<file path="src/rtl/cache_victim_selector.sv">
// ---------------------------------------------------------------------------
// cache_victim_selector
//
// Chooses which way of a 4-way set to fill on a cache miss. If the missing
// set has an invalid way, the lowest-index invalid way is returned and no
// eviction is needed. Otherwise the tree-PLRU victim of that set is returned.
// Each set keeps 3 PLRU bits {b2,b1,b0}:
//   b0 = root (0 points at the way 0/1 side);
//   b1 = choice within ways 0/1;
//   b2 = choice within ways 2/3.
// The PLRU bits are refreshed by cache hits (touch) and by every accepted fill.
//
// Ports
//   clk_i          clock
//   reset_i        asynchronous active-high reset
//   req_v_i        miss request valid
//   req_ready_o    request can be accepted this cycle
//   req_set_i      set index of the miss
//   valid_bits_i   way valid bits of the missing set (bit n = way n)
//   res_v_o        victim response valid (one cycle after acceptance)
//   res_ready_i    consumer accepts the response
//   res_way_o      selected victim way
//   res_invalid_o  1 when the chosen way was invalid (no eviction needed)
//   touch_v_i      hit notification, one-cycle pulse
//   touch_set_i    set index of the hit
//   touch_way_i    way of the hit
// ---------------------------------------------------------------------------
module cache_victim_selector #(
    parameter  int sets_p     = 16,
    localparam int lg_sets_lp = $clog2(sets_p)
) (
    input  logic                  clk_i,
    input  logic                  reset_i,
    input  logic                  req_v_i,
    output logic                  req_ready_o,
    input  logic [lg_sets_lp-1:0] req_set_i,
    input  logic [3:0]            valid_bits_i,
    output logic                  res_v_o,
    input  logic                  res_ready_i,
    output logic [1:0]            res_way_o,
    output logic                  res_invalid_o,
    input  logic                  touch_v_i,
    input  logic [lg_sets_lp-1:0] touch_set_i,
    input  logic [1:0]            touch_way_i
);

    // Marks a way as most recently used: the root and the way's own pair bit
    // are flipped to point away from it. The other pair's bit is untouched.
    function automatic logic [2:0] plruUpdate(input logic [2:0] state,
                                              input logic [1:0] way);
        logic [2:0] nextState;
        nextState    = state;
        nextState[0] = ~way[1];
        if (way[1]) begin
            nextState[2] = ~way[0];
        end else begin
            nextState[1] = ~way[0];
        end
        return nextState;
    endfunction

    logic [2:0] plruState_q [sets_p];
    logic [2:0] plruState_d [sets_p];

    logic       resValid_q,   resValid_d;
    logic [1:0] resWay_q,     resWay_d;
    logic       resInvalid_q, resInvalid_d;

    logic       reqAccept;
    logic [2:0] reqPlru;
    logic [1:0] selWay;
    logic       selInvalid;
    logic [2:0] fillBase;

    // A new request may enter whenever the output slot is empty or is being
    // drained this very cycle.
    assign req_ready_o = ~resValid_q | res_ready_i;
    assign reqAccept   = req_v_i & req_ready_o;
    assign reqPlru     = plruState_q[req_set_i];

    // Victim selection uses the registered (pre-touch) PLRU state of the
    // missing set; an invalid way always takes priority over eviction.
    always_comb begin
        selWay     = 2'd0;
        selInvalid = 1'b0;
        if (!valid_bits_i[0]) begin
            selWay     = 2'd0;
            selInvalid = 1'b1;
        end else if (!valid_bits_i[1]) begin
            selWay     = 2'd1;
            selInvalid = 1'b1;
        end else if (!valid_bits_i[2]) begin
            selWay     = 2'd2;
            selInvalid = 1'b1;
        end else if (!valid_bits_i[3]) begin
            selWay     = 2'd3;
            selInvalid = 1'b1;
        end else if (!reqPlru[0]) begin
            selWay = {1'b0, reqPlru[1]};
        end else begin
            selWay = {1'b1, reqPlru[2]};
        end
    end

    // When a hit and a fill land on the same set in one cycle, the fill update
    // is layered on top of the touched state so the fill wins on shared bits.
    always_comb begin
        fillBase = reqPlru;
        if (touch_v_i && (touch_set_i == req_set_i)) begin
            fillBase = plruUpdate(reqPlru, touch_way_i);
        end
    end

    // Next PLRU state: touches are always taken; a fill only on acceptance.
    always_comb begin
        plruState_d = plruState_q;
        if (touch_v_i) begin
            plruState_d[touch_set_i] = plruUpdate(plruState_q[touch_set_i], touch_way_i);
        end
        if (reqAccept) begin
            plruState_d[req_set_i] = plruUpdate(fillBase, selWay);
        end
    end

    // Response slot: loads on acceptance, holds while stalled, empties once
    // the consumer takes it and nothing new arrives.
    always_comb begin
        resValid_d   = resValid_q;
        resWay_d     = resWay_q;
        resInvalid_d = resInvalid_q;
        if (reqAccept) begin
            resValid_d   = 1'b1;
            resWay_d     = selWay;
            resInvalid_d = selInvalid;
        end else if (res_ready_i) begin
            resValid_d = 1'b0;
        end
    end

    // State registers.
    always_ff @(posedge clk_i or posedge reset_i) begin
        if (reset_i) begin
            for (int i = 0; i < sets_p; i++) begin
                plruState_q[i] <= 3'b000;
            end
            resValid_q   <= 1'b0;
            resWay_q     <= 2'd0;
            resInvalid_q <= 1'b0;
        end else begin
            plruState_q  <= plruState_d;
            resValid_q   <= resValid_d;
            resWay_q     <= resWay_d;
            resInvalid_q <= resInvalid_d;
        end
    end

    assign res_v_o       = resValid_q;
    assign res_way_o     = resWay_q;
    assign res_invalid_o = resInvalid_q;

endmodule
</file>
<file path="config.mk">
export PLATFORM = sky130hd
export DESIGN_NAME = cache_victim_selector
export DESIGN_NICKNAME = d
export VERILOG_FILES = /design/src/rtl/cache_victim_selector.sv
export SDC_FILE = /design/constraint.sdc
export NUM_CORES = 1
export LEC_CHECK = 0
export BUFFER_PORTS_ARGS = -buffer_cell sky130_fd_sc_hd__buf_2
export CAP_MARGIN = 20
export CORE_MARGIN = 3
export CORE_UTILIZATION = 24
export CTS_BUF_LIST = sky130_fd_sc_hd__clkbuf_16
export DETAILED_ROUTE_END_ITERATION = 8
export PLACE_DENSITY = 0.45
export RECOVER_POWER = 25
export SETUP_SLACK_MARGIN = 0.1
export SKIP_LAST_GASP = 1
export SYNTH_ARGS = -nofsm -noshare
export SYNTH_HDL_FRONTEND = slang
export SYNTH_SLANG_ARGS = --single-unit
</file>
<file path="constraint.sdc">
create_clock -name clk_i -period 4.45 [get_ports clk_i]
set_input_delay 0.445 -clock clk_i [delete_from_list [all_inputs] [get_ports clk_i]]
set_output_delay 0.445 -clock clk_i [all_outputs]
set_load 0.02 [all_outputs]
</file>
==> qor.yml, run 1 <==
die:
  chipWidth_um: 130
  die_y_um: 130
  initial_core_util: 0.250
  placeableCoreArea_sq_um: 14800
  die_area_sq_um: 17000
  pin_count: 24
  placement_rows: 44
clocking:
  cts_repair_resize_count: 0
  cts-buffers-inserted: 5
  clock_tree.htree_level_count: 2
  tritoncts: "yes"
  path_clk_slew_ps: 70
  post_cts.repair.setup_buffers: 0
  hold_buffers: 0
  clock_latency_of_the_later_clocked_register_in_the_worst_skew_pair_ps: 290
  cts_sinks: 52
  clk_root_buffer_cell: "sky130_fd_sc_hd__clkbuf_16"
  clock_tree.buffer_depth: 2
drt:
  route.antenna.remaining_nets: 0
  post_drt_via_cell_ratio: 5.44
  detail_route.drc_violations: 0
  vias_after_detailed_routing: 3100
  firstDrtPassIters: 5
  met3RoutedLength_um: 585
  first_iter_violations: 281
  wl_met1_mm: 5.33
  route.detailed.wl_per_inst_um: 19.9
  top_layer_reached_by_signal_wires: "met4"
  detail_route.wirelength_mm: 11.3
  route.met2.wl_mm: 5.21
power:
  switchingPower_mw: 0.577
  power-per-cell-area_nw_per_um2: 415
  ir_drop_v: 0.000158
  p_seq_frac: 0.427
  power.total_mw: 1.67
  p_sw_frac: 0.346
  p_leak_nw: 1.54
  power_frac_clock: 0.230
  power.share.combinational: 0.343
  intPower_mw: 1.09
synthesis:
  xor_xnor_share_of_the_synthesized_area: 0.00945
  synth_top_family_by_area: "compound AO/OA/AOI/OAI gates"
  synth-seq-area-share: 0.351
  netlist_instances: 375
  syn-mean-instance-area_sq_um: 9.88
  cell_accounting_for_the_most_synthesized_area: "sky130_fd_sc_hd__dfrtp_1"
  synth.top_cells.by_area: "sky130_fd_sc_hd__dfrtp_1, sky130_fd_sc_hd__mux2i_1, sky130_fd_sc_hd__mux4_2, sky130_fd_sc_hd__mux4_1, sky130_fd_sc_hd__nor2_1"
  ys_async_sr_fraction: 1.00
  synth_compound_area_frac: 0.212
  yosysWarningCount: 0
  yosys.cell_types.count: 58
  mappedNetlistArea_sq_um: 3710
  synth_adder_area_share: 0
  synth.mux.area_fraction: 0.210
  synth-edff-count: 0
  ys.flop_type: "sky130_fd_sc_hd__dfrtp_1"
  postSynthRegisterBits: 52
  synth_simple_gate_area_share: 0.159
  synth_top_cell_area_share: 0.351
  mappedNetlistNets: 394
hold_path:
  worst_hold_path_type: "in2reg"
  worstHoldStart: "valid_bits_i[1]"
sta:
  final-hold-violation-count: 0
  slew-limit-headroom: -1.02
  maxClockFrequency_mhz: 333
  setup_repair_after_global_routing_missed_its_margin: "false"
  timing.clock.skew_ps: 5.77
  drv_slew: 53
  setup_failing_eps_final: 0
  final.min_clock_period_ps: 3000
  fin_worst_hold_slack_ps: 375
  timing.final.crit_share: 0.675
  worst_pin_slew_ps: 3030
  setup_total_neg_slack_ps: 0
cells_and_area:
  syn_to_final_growth_pct: 8.31
  antenna_cells: 0
  layout_commonest_cell: "sky130_fd_sc_hd__nor2_1"
  postLayoutCellArea_sq_um: 4010
  finalNetCount: 404
  layout_common_cells: "sky130_fd_sc_hd__nor2_1, sky130_fd_sc_hd__dfrtp_1, sky130_fd_sc_hd__nand2_1, sky130_fd_sc_hd__mux2i_1"
  final_layout_size_suffix_gt1_frac: 0.171
worst_setup_path:
  arrival_ps: 2740
  worst-setup-path-type: "in2async"
  worst_setup_path_end_kind: "asynchronous set/reset pin"
  worst-path-max-fanout: 52
  required_ps: 4190
  critical_path.startpoint: "reset_i"
  worst-r2r-setup-slack_ps: 1790
  critical_path.reg2reg.startpoint: "plruState_q[7]"
  worst_setup_path_start_kind: "input port"
grt:
  maximum_number_of_pins_on_one_net_before_global_route_repair: 53
  total_global_route_track_usage: 0.137
  grt_pass1_wl_mm: 17.8
  first_global_vias: 2923
  grt_antenna_before_repair: 0
  grt-ovfl-total: 0
outcome:
  outcome: "finished, violations left"
  violated_checks: "capacitance limit, slew limit"
job:
  cap_violations: 1
placed_design:
  routabilityCongestion: 0.868
  dpl-instance-area_sq_um: 3880
  dp_hpwl_mm: 7.67
  count_of_input_and_output_buffers: 23
## flip-flops by register name (all words and copies together), names as in the netlist
| signal | cells |
|---|---|
| res_v_o | 1 |
| res_invalid_o | 1 |
| plruState_q | 48 |
| res_way_o | 2 |
## worst max-delay path: stages
cell and delay, ps:
sky130_fd_sc_hd__buf_2 90, sky130_fd_sc_hd__inv_1 40, sky130_fd_sc_hd__clkbuf_1 2130
## path summary, 6_finish.rpt
path,cells after the start,end
max,3,plruState_q[38]
min in group asynchronous,3,plruState_q[3]
min,2,res_way_o[0]
max in group clk_i,7,plruState_q[47]
max reg2reg,6,plruState_q[46]
min reg2reg,2,res_way_o[1]
## metal layers
metal,track usage,vias to the layer above
met5,0,-
met4,0.0330,0
met3,0.0246,14
met2,0.222,113
met1,0.189,1544
li1,-,1429
## kinds of logic (layout without fill, tap and decap cells)
| group | after synthesis | count (layout) |
|---|---|---|
| AOI/OAI and AO/OA | 114 | 114 |
| xor gates and xnor gates | 4 | 4 |
| buffers and inverters | 28 | 39 |
| DFF | 52 | 52 |
| muxes | 50 | 50 |
| and+or+nand+nor | 127 | 127 |
## cell usage after synthesis, types with 2 or more instances
cell and number:
sky130_fd_sc_hd__a22oi_1 3, sky130_fd_sc_hd__inv_1 3, sky130_fd_sc_hd__clkbuf_8 4, sky130_fd_sc_hd__a211oi_1 3, sky130_fd_sc_hd__a21oi_1 16, sky130_fd_sc_hd__mux4_2 10
sky130_fd_sc_hd__nand2b_1 4, sky130_fd_sc_hd__a21oi_2 3, sky130_fd_sc_hd__nand2_1 30, sky130_fd_sc_hd__dfrtp_1 52, sky130_fd_sc_hd__o22ai_1 5, sky130_fd_sc_hd__a31o_1 2
sky130_fd_sc_hd__buf_4 3, sky130_fd_sc_hd__nor3_1 10, sky130_fd_sc_hd__and2_1 2, sky130_fd_sc_hd__a21o_1 8, sky130_fd_sc_hd__nand3_1 5, sky130_fd_sc_hd__nor2_1 55
sky130_fd_sc_hd__buf_6 4, sky130_fd_sc_hd__nand4_1 3, sky130_fd_sc_hd__o21ai_0 23, sky130_fd_sc_hd__a211o_1 10, sky130_fd_sc_hd__mux4_1 8, sky130_fd_sc_hd__buf_2 3
sky130_fd_sc_hd__nand3b_1 4, sky130_fd_sc_hd__clkbuf_1 8, sky130_fd_sc_hd__mux2_2 6, sky130_fd_sc_hd__nor2b_1 4, sky130_fd_sc_hd__xor2_1 3, sky130_fd_sc_hd__o211ai_1 18
sky130_fd_sc_hd__mux2i_1 24, sky130_fd_sc_hd__o21ai_1 13
## through the flow
stage	worst slack (ps)	instances	utilization
CTS	1460	570	0.271
floorplan	2050	375	-
global route	791	570	0.271
global placement	1230	562	0.262
detailed placement	1170	562	0.262
finish	1450	570	0.271
## power by group through the flow
| stage | sequential (mW) | clock, mW | combinational (mW) |
|---|---|---|---|
| 3_3_place_gp | 0.721 | 0 | 0.560 |
| 4_1_cts | 0.710 | 0.395 | 0.571 |
| 2_1_floorplan | 0.678 | 0 | 0.454 |
| 3_5_place_dp | 0.717 | 0 | 0.569 |
| 5_1_grt | 0.727 | 0.414 | 0.628 |
| 6_report | 0.712 | 0.383 | 0.572 |
## cell type report
type / instances / area, sq um
Clock inverter: 3 / 13.8
Sequential cell: 52 / 1300
Multi-Input combinational cell: 295 / 2190
Clock buffer: 5 / 125
Timing Repair Buffer: 27 / 141
Inverter: 4 / 15.0
Fill cell: 1535 / 10800
Tap cell: 184 / 230
No activity file was read; power rests on OpenSTA's default activity.
==> run 2, diff against run 1 <==
--- a/config.mk
+++ b/config.mk
@@ -11,7 +11,7 @@
 export CORE_UTILIZATION = 24
 export CTS_BUF_LIST = sky130_fd_sc_hd__clkbuf_16
 export DETAILED_ROUTE_END_ITERATION = 8
-export PLACE_DENSITY = 0.45
+export PLACE_DENSITY = 0.46
 export RECOVER_POWER = 25
 export SETUP_SLACK_MARGIN = 0.1
 export SKIP_LAST_GASP = 1
==> constraint.sdc (replaced) <==
create_clock -name clk_i -period 2.55 [get_ports clk_i]
set_input_delay 0.255 -clock clk_i [delete_from_list [all_inputs] [get_ports clk_i]]
set_output_delay 0.255 -clock clk_i [all_outputs]
set_load 0.02 [all_outputs]
==> run 2 against run 1 <==
Effect of this change:
- the flow now finishes without violations
- global-route usage is 0.97 points higher
- via count is 4.5% higher
- die area stayed put
- critical endpoint is now plruState_q[47]
- critical path depth is 3 higher
==> qor.yml, run 2 (synthesis results as in run 1) <==
cells_and_area:
  syn_to_final_growth_pct: 15.3
  finished_layout_cells: 597
  antenna_cells: 0
  layout_commonest_cell: "sky130_fd_sc_hd__nor2_1"
  sequential_cell_area_sq_um: 1300
  finalCoreUtilization: 0.289
  layout_common_cells: "sky130_fd_sc_hd__nor2_1, sky130_fd_sc_hd__dfrtp_1, sky130_fd_sc_hd__nand2_1, sky130_fd_sc_hd__buf_4, sky130_fd_sc_hd__mux2i_1"
  finalNetCount: 431
  regMostFlops: "plruState_q"
  multiInputGateArea_sq_um: 2190
  largest_register_ff_count: 48
  layout.filler_cells: 1544
  final_layout_size_suffix_gt1_frac: 0.225
hold_path:
  holdPathEnd: "res_way_o[0]"
  worst_hold_path_type: "in2reg"
  worst_hold_path.num_cells: 2
  worstHoldStart: "valid_bits_i[1]"
drt:
  detail_route.drc_violations: 0
  firstDrtPassIters: 5
  post_drt_via_cell_ratio: 5.43
  first_iter_violations: 392
  route.antenna.remaining_nets: 0
  vias_after_detailed_routing: 3240
  detail_route.wirelength_mm: 12.1
  route.detailed.wl_per_inst_um: 20.3
power:
  p_leak_nw: 1.69
  intPower_mw: 2.08
  power.total_mw: 3.16
  power-per-cell-area_nw_per_um2: 741
  switchingPower_mw: 1.09
  ir_drop_v: 0.000235
  p_seq_frac: 0.405
  power_frac_clock: 0.250
  power.share.combinational: 0.345
  p_sw_frac: 0.344
sta:
  final.min_clock_period_ps: 2340
  timing.final.crit_share: 0.920
  setup_failing_eps_final: 0
  timing.clock.skew_ps: 6.81
  setup_repair_after_global_routing_missed_its_margin: "false"
  setup_total_neg_slack_ps: 0
  worst_pin_slew_ps: 963
  final-hold-violation-count: 0
  slew-limit-headroom: 0.358
  maxClockFrequency_mhz: 426
  drv_slew: 0
placed_design:
  routabilityCongestion: 0.825
  dp_hpwl_mm: 8.67
  count_of_input_and_output_buffers: 23
  place_inst: 586
grt:
  maximum_number_of_pins_on_one_net_before_global_route_repair: 27
  grt_busiest_layer: "met2"
  grt_antenna_before_repair: 0
  met1_usage: 0.204
  grt_pass1_wl_mm: 18.8
  first_global_vias: 3135
  total_global_route_track_usage: 0.146
  groute.layer.met3.usage: 0.0258
  grt-ovfl-total: 0
  grt_use_met2: 0.231
clocking:
  tritoncts: "yes"
  clock_tree.buffer_depth: 2
  cts-buffers-inserted: 5
  clock_tree.htree_level_count: 2
  cts_sinks: 52
  path_clk_slew_ps: 80
  clock_latency_of_the_later_clocked_register_in_the_worst_skew_pair_ps: 300
  cts_repair_resize_count: 0
  clk_root_buffer_cell: "sky130_fd_sc_hd__clkbuf_16"
die:
  die_y_um: 130
  chipWidth_um: 130
  placement_rows: 44
  pin_count: 24
  placeableCoreArea_sq_um: 14800
  initial_core_util: 0.250
  die_area_sq_um: 17000
worst_setup_path:
  arrival_ps: 2530
  required_ps: 2730
  worst_r2r_path_depth: 6
  worst-path-max-fanout: 16
  worst-r2r-setup-slack_ps: 210
  worst-setup-path-type: "reg2reg"
  worst_setup_path_start_kind: "flop"
  r2r-end: "plruState_q[47]"
  cpMaxStageDelayCell: "sky130_fd_sc_hd__mux4_1"
  slowest_delay_ps: 540
  worst_setup_path_end_kind: "flop"
  worstPathCellList: "mux4_1 -> mux4_2 -> a21oi_4 -> buf_12 -> a21oi_1 -> mux2_2"
  critical_path.reg2reg.startpoint: "plruState_q[35]"
job:
  cap_violations: 0
outcome:
  outcome: "completed"
[run 2: changes by cell type in the layout (fill, tap and decap cells not counted)]
cell,change
sky130_fd_sc_hd__buf_12,+2
sky130_fd_sc_hd__clkinv_2,-1
sky130_fd_sc_hd__buf_4,+24
sky130_fd_sc_hd__clkinvlp_4,+1
sky130_fd_sc_hd__clkinv_1,-1
sky130_fd_sc_hd__bufinv_16,+1
sky130_fd_sc_hd__dlygate4sd3_1,+1
[run 2: metal layers]
layer  routed length (um)  up-vias
met1                 5600     1597
met4                  318        0
met2                 5510      138
li1                     -     1479
met3                  684       26
met5                    0        -
[run 2: power groups by stage]
stage / sequential (mW) / clock, mW / combinational (mW)
finish: 1.28 / 0.790 / 1.09
floorplan: 1.18 / 0 / 0.793
global route: 1.30 / 0.835 / 1.19
global placement: 1.29 / 0 / 1.06
CTS: 1.27 / 0.808 / 1.08
detailed placement: 1.29 / 0 / 1.07
[run 2: final cells by class]
| type | instances | area share |
|---|---|---|
| inverters | 4 | 0.00351 |
| clock buffers | 5 | 0.0293 |
| clock inverters | 3 | 0.00996 |
| multi-input cells | 295 | 0.512 |
| well taps | 184 | 0.0539 |
| repair buffers | 54 | 0.0870 |
| flip-flops and latches | 52 | 0.305 |
[run 2: timing repair]
item,CTS,global route
endpoints found under the setup margin,0,3
endpoints found under the hold margin,10,0
buffers inserted,0,2
hold buffers,1,0
[run 2: critical path, delay by kind of cell (launching register included)]
kind,cells,cell delay (ps)
buf+inv,1,180
compound gates,2,260
mux,3,1350
flops,1,430
[run 2: metrics by stage]
step	instance area, sq um	hold slack (ps)	setup WS (ps)
after floorplan	3710	358	339
after global placement	4070	207	-6.77
after detailed placement	4070	219	-67.7
after CTS	4250	169	217
after global routing	4270	193	153
final	4270	173	205
[run 2: worst max path at each step]
| stage | start | depth (start not counted) | to |
|---|---|---|---|
| after global routing | plruState_q[0] | 7 | plruState_q[20] |
| final | plruState_q[35] | 6 | plruState_q[47] |
| after global placement | touch_set_i[0] | 7 | plruState_q[11] |
| after CTS | plruState_q[32] | 6 | plruState_q[47] |
| after detailed placement | req_set_i[0] | 8 | plruState_q[37] |
| after floorplan | touch_set_i[1] | 8 | plruState_q[23] |
==> run 3, diff against run 2 <==
--- a/config.mk
+++ b/config.mk
@@ -8,10 +8,10 @@
 export BUFFER_PORTS_ARGS = -buffer_cell sky130_fd_sc_hd__buf_2
 export CAP_MARGIN = 20
 export CORE_MARGIN = 3
-export CORE_UTILIZATION = 24
+export CORE_UTILIZATION = 40
 export CTS_BUF_LIST = sky130_fd_sc_hd__clkbuf_16
 export DETAILED_ROUTE_END_ITERATION = 8
-export PLACE_DENSITY = 0.46
+export PLACE_DENSITY = 0.65
 export RECOVER_POWER = 25
 export SETUP_SLACK_MARGIN = 0.1
 export SKIP_LAST_GASP = 1
==> run 3 against run 2 <==
Effect of this change:
- combinational power is essentially flat
- worst setup slack improved by 31 ps
- highest routed layer unchanged
- largest cell class unchanged
- first-iteration DRC count shrank 26%
- clock skew barely moved
- via count up 0.28%
==> qor.yml, run 3 (synthesis results as in run 1) <==
sta:
  layout_setup_ws_ps: 237
  setup_failing_eps_final: 0
  slew-limit-headroom: 0.395
  setup_repair_after_global_routing_missed_its_margin: "false"
  final.min_clock_period_ps: 2310
  worst_pin_slew_ps: 907
  timing.clock.skew_ps: 6.99
  timing.final.crit_share: 0.907
  fin_worst_hold_slack_ps: 186
  maxClockFrequency_mhz: 432
  drv_slew: 0
  setup_total_neg_slack_ps: 0
  final-hold-violation-count: 0
clocking:
  cts_sinks: 52
  path_clk_slew_ps: 70
  clock_latency_of_the_later_clocked_register_in_the_worst_skew_pair_ps: 290
  clock_tree.htree_level_count: 2
  tritoncts: "yes"
  cts-buffers-inserted: 5
  clk_root_buffer_cell: "sky130_fd_sc_hd__clkbuf_16"
  clock_tree.buffer_depth: 2
die:
  die_area_sq_um: 10500
  initial_core_util: 0.419
  chipWidth_um: 102
  placeableCoreArea_sq_um: 8850
  placement_rows: 34
  pin_count: 24
  die_y_um: 102
worst_setup_path:
  worstPathCellList: "mux4_1 -> mux4_2 -> a21oi_4 -> buf_4 -> a21oi_1 -> mux2_2"
  required_ps: 2730
  cpMaxStageDelayCell: "sky130_fd_sc_hd__mux4_1"
  slowest_delay_ps: 530
  worst_setup_path_start_kind: "flop"
  worst_setup_path_end_kind: "flop"
  worst-path-max-fanout: 7
  worst-setup-path-type: "reg2reg"
  arrival_ps: 2490
grt:
  grt_antenna_before_repair: 0
  grt_pass1_wl_mm: 17.9
  maximum_number_of_pins_on_one_net_before_global_route_repair: 22
  first_global_vias: 3286
  total_global_route_track_usage: 0.222
  grt-ovfl-total: 0
cells_and_area:
  final_layout_size_suffix_gt1_frac: 0.200
  antenna_cells: 0
  layout_common_cells: "sky130_fd_sc_hd__nor2_1, sky130_fd_sc_hd__dfrtp_1, sky130_fd_sc_hd__nand2_1, sky130_fd_sc_hd__mux2i_1, sky130_fd_sc_hd__o21ai_0"
  postLayoutCellArea_sq_um: 4080
  finalCoreUtilization: 0.461
  largest_register_ff_count: 48
  regMostFlops: "plruState_q"
  syn_to_final_growth_pct: 10.1
  layout_commonest_cell: "sky130_fd_sc_hd__nor2_1"
  layout.filler_cells: 839
  finalNetCount: 424
hold_path:
  worst_hold_path_type: "in2reg"
drt:
  first_iter_violations: 289
  route.antenna.remaining_nets: 0
  detail_route.drc_violations: 0
  detail_route.wirelength_mm: 10.9
  firstDrtPassIters: 5
  route.detailed.wl_per_inst_um: 21.2
  vias_after_detailed_routing: 3249
  post_drt_via_cell_ratio: 6.33
power:
  power-per-cell-area_nw_per_um2: 729
  p_leak_nw: 1.63
  ir_drop_v: 0.000312
placed_design:
  routabilityCongestion: 0.986
  dp_hpwl_mm: 7.82
  pre_cts_ws_ps: -90.8
  dpl-instance-area_sq_um: 3920
  count_of_input_and_output_buffers: 23
outcome:
  outcome: "completed"
job:
  cap_violations: 0
==> run 3: worst paths after layout <==
kind	slack, ps	to	startpoint	cells past startpoint
min	190	res_way_o[0]	valid_bits_i[1]	2
max reg2reg	240	plruState_q[32]	plruState_q[35]	6
max in group asynchronous	590	res_invalid_o	reset_i	4
min in group asynchronous	670	plruState_q[16]	reset_i	3
max	240	plruState_q[32]	plruState_q[35]	6
min reg2reg	490	res_way_o[1]	res_way_o[1]	2
==> run 3: final cells by class <==
cell class,instances,area (sq um),area share
clock buffer,5,125,0.0307
clock inverter,2,8.76,0.00215
inverter,4,15.0,0.00368
multi-input combinational,295,2190,0.537
sequential,52,1300,0.319
tap,108,135,0.0331
timing repair buffer,47,302,0.0739
==> run 3: per-layer routing <==
metal | vias to the layer above | global-route usage | routed length (um) | share of wire
met5 | - | 0 | 0 | 0
met4 | 0 | 0.0979 | 363 | 0.033
met3 | 23 | 0.0355 | 676 | 0.062
met2 | 141 | 0.354 | 5170 | 0.47
met1 | 1612 | 0.300 | 4680 | 0.43
li1 | 1473 | - | - | -
==> run 3: what timing repair did <==
| action | 4_1_cts | 5_1_grt |
|---|---|---|
| gates resized for setup | 0 | 1 |
| hold buffers | 1 | 0 |
| hold endpoints to repair | 16 | 0 |
| buffers inserted | 0 | 2 |
| endpoints found under the setup margin | 0 | 13 |
==> run 3: report_power, final <==
part	internal, mW	leakage (nW)	switching, mW
sequential	1.06	0.613	0.206
combinational	0.531	0.947	0.524
clock	0.354	0.0709	0.298
total	1.95	1.63	1.03
==> run 3: metrics by stage <==
stage	total power, mW	instances
after global placement	2.28	503
after detailed placement	2.31	503
final	2.98	513
after global routing	3.15	513
after CTS	2.97	511
after floorplan	1.98	375
==> run 3: critical path: cells and delay by family (launching register included) <==
kind	cells	cell delay (ps)
buffers and inverters	1	200
AO/OA/AOI/OAI	2	270
multiplexers	3	1300
flip-flops	1	430
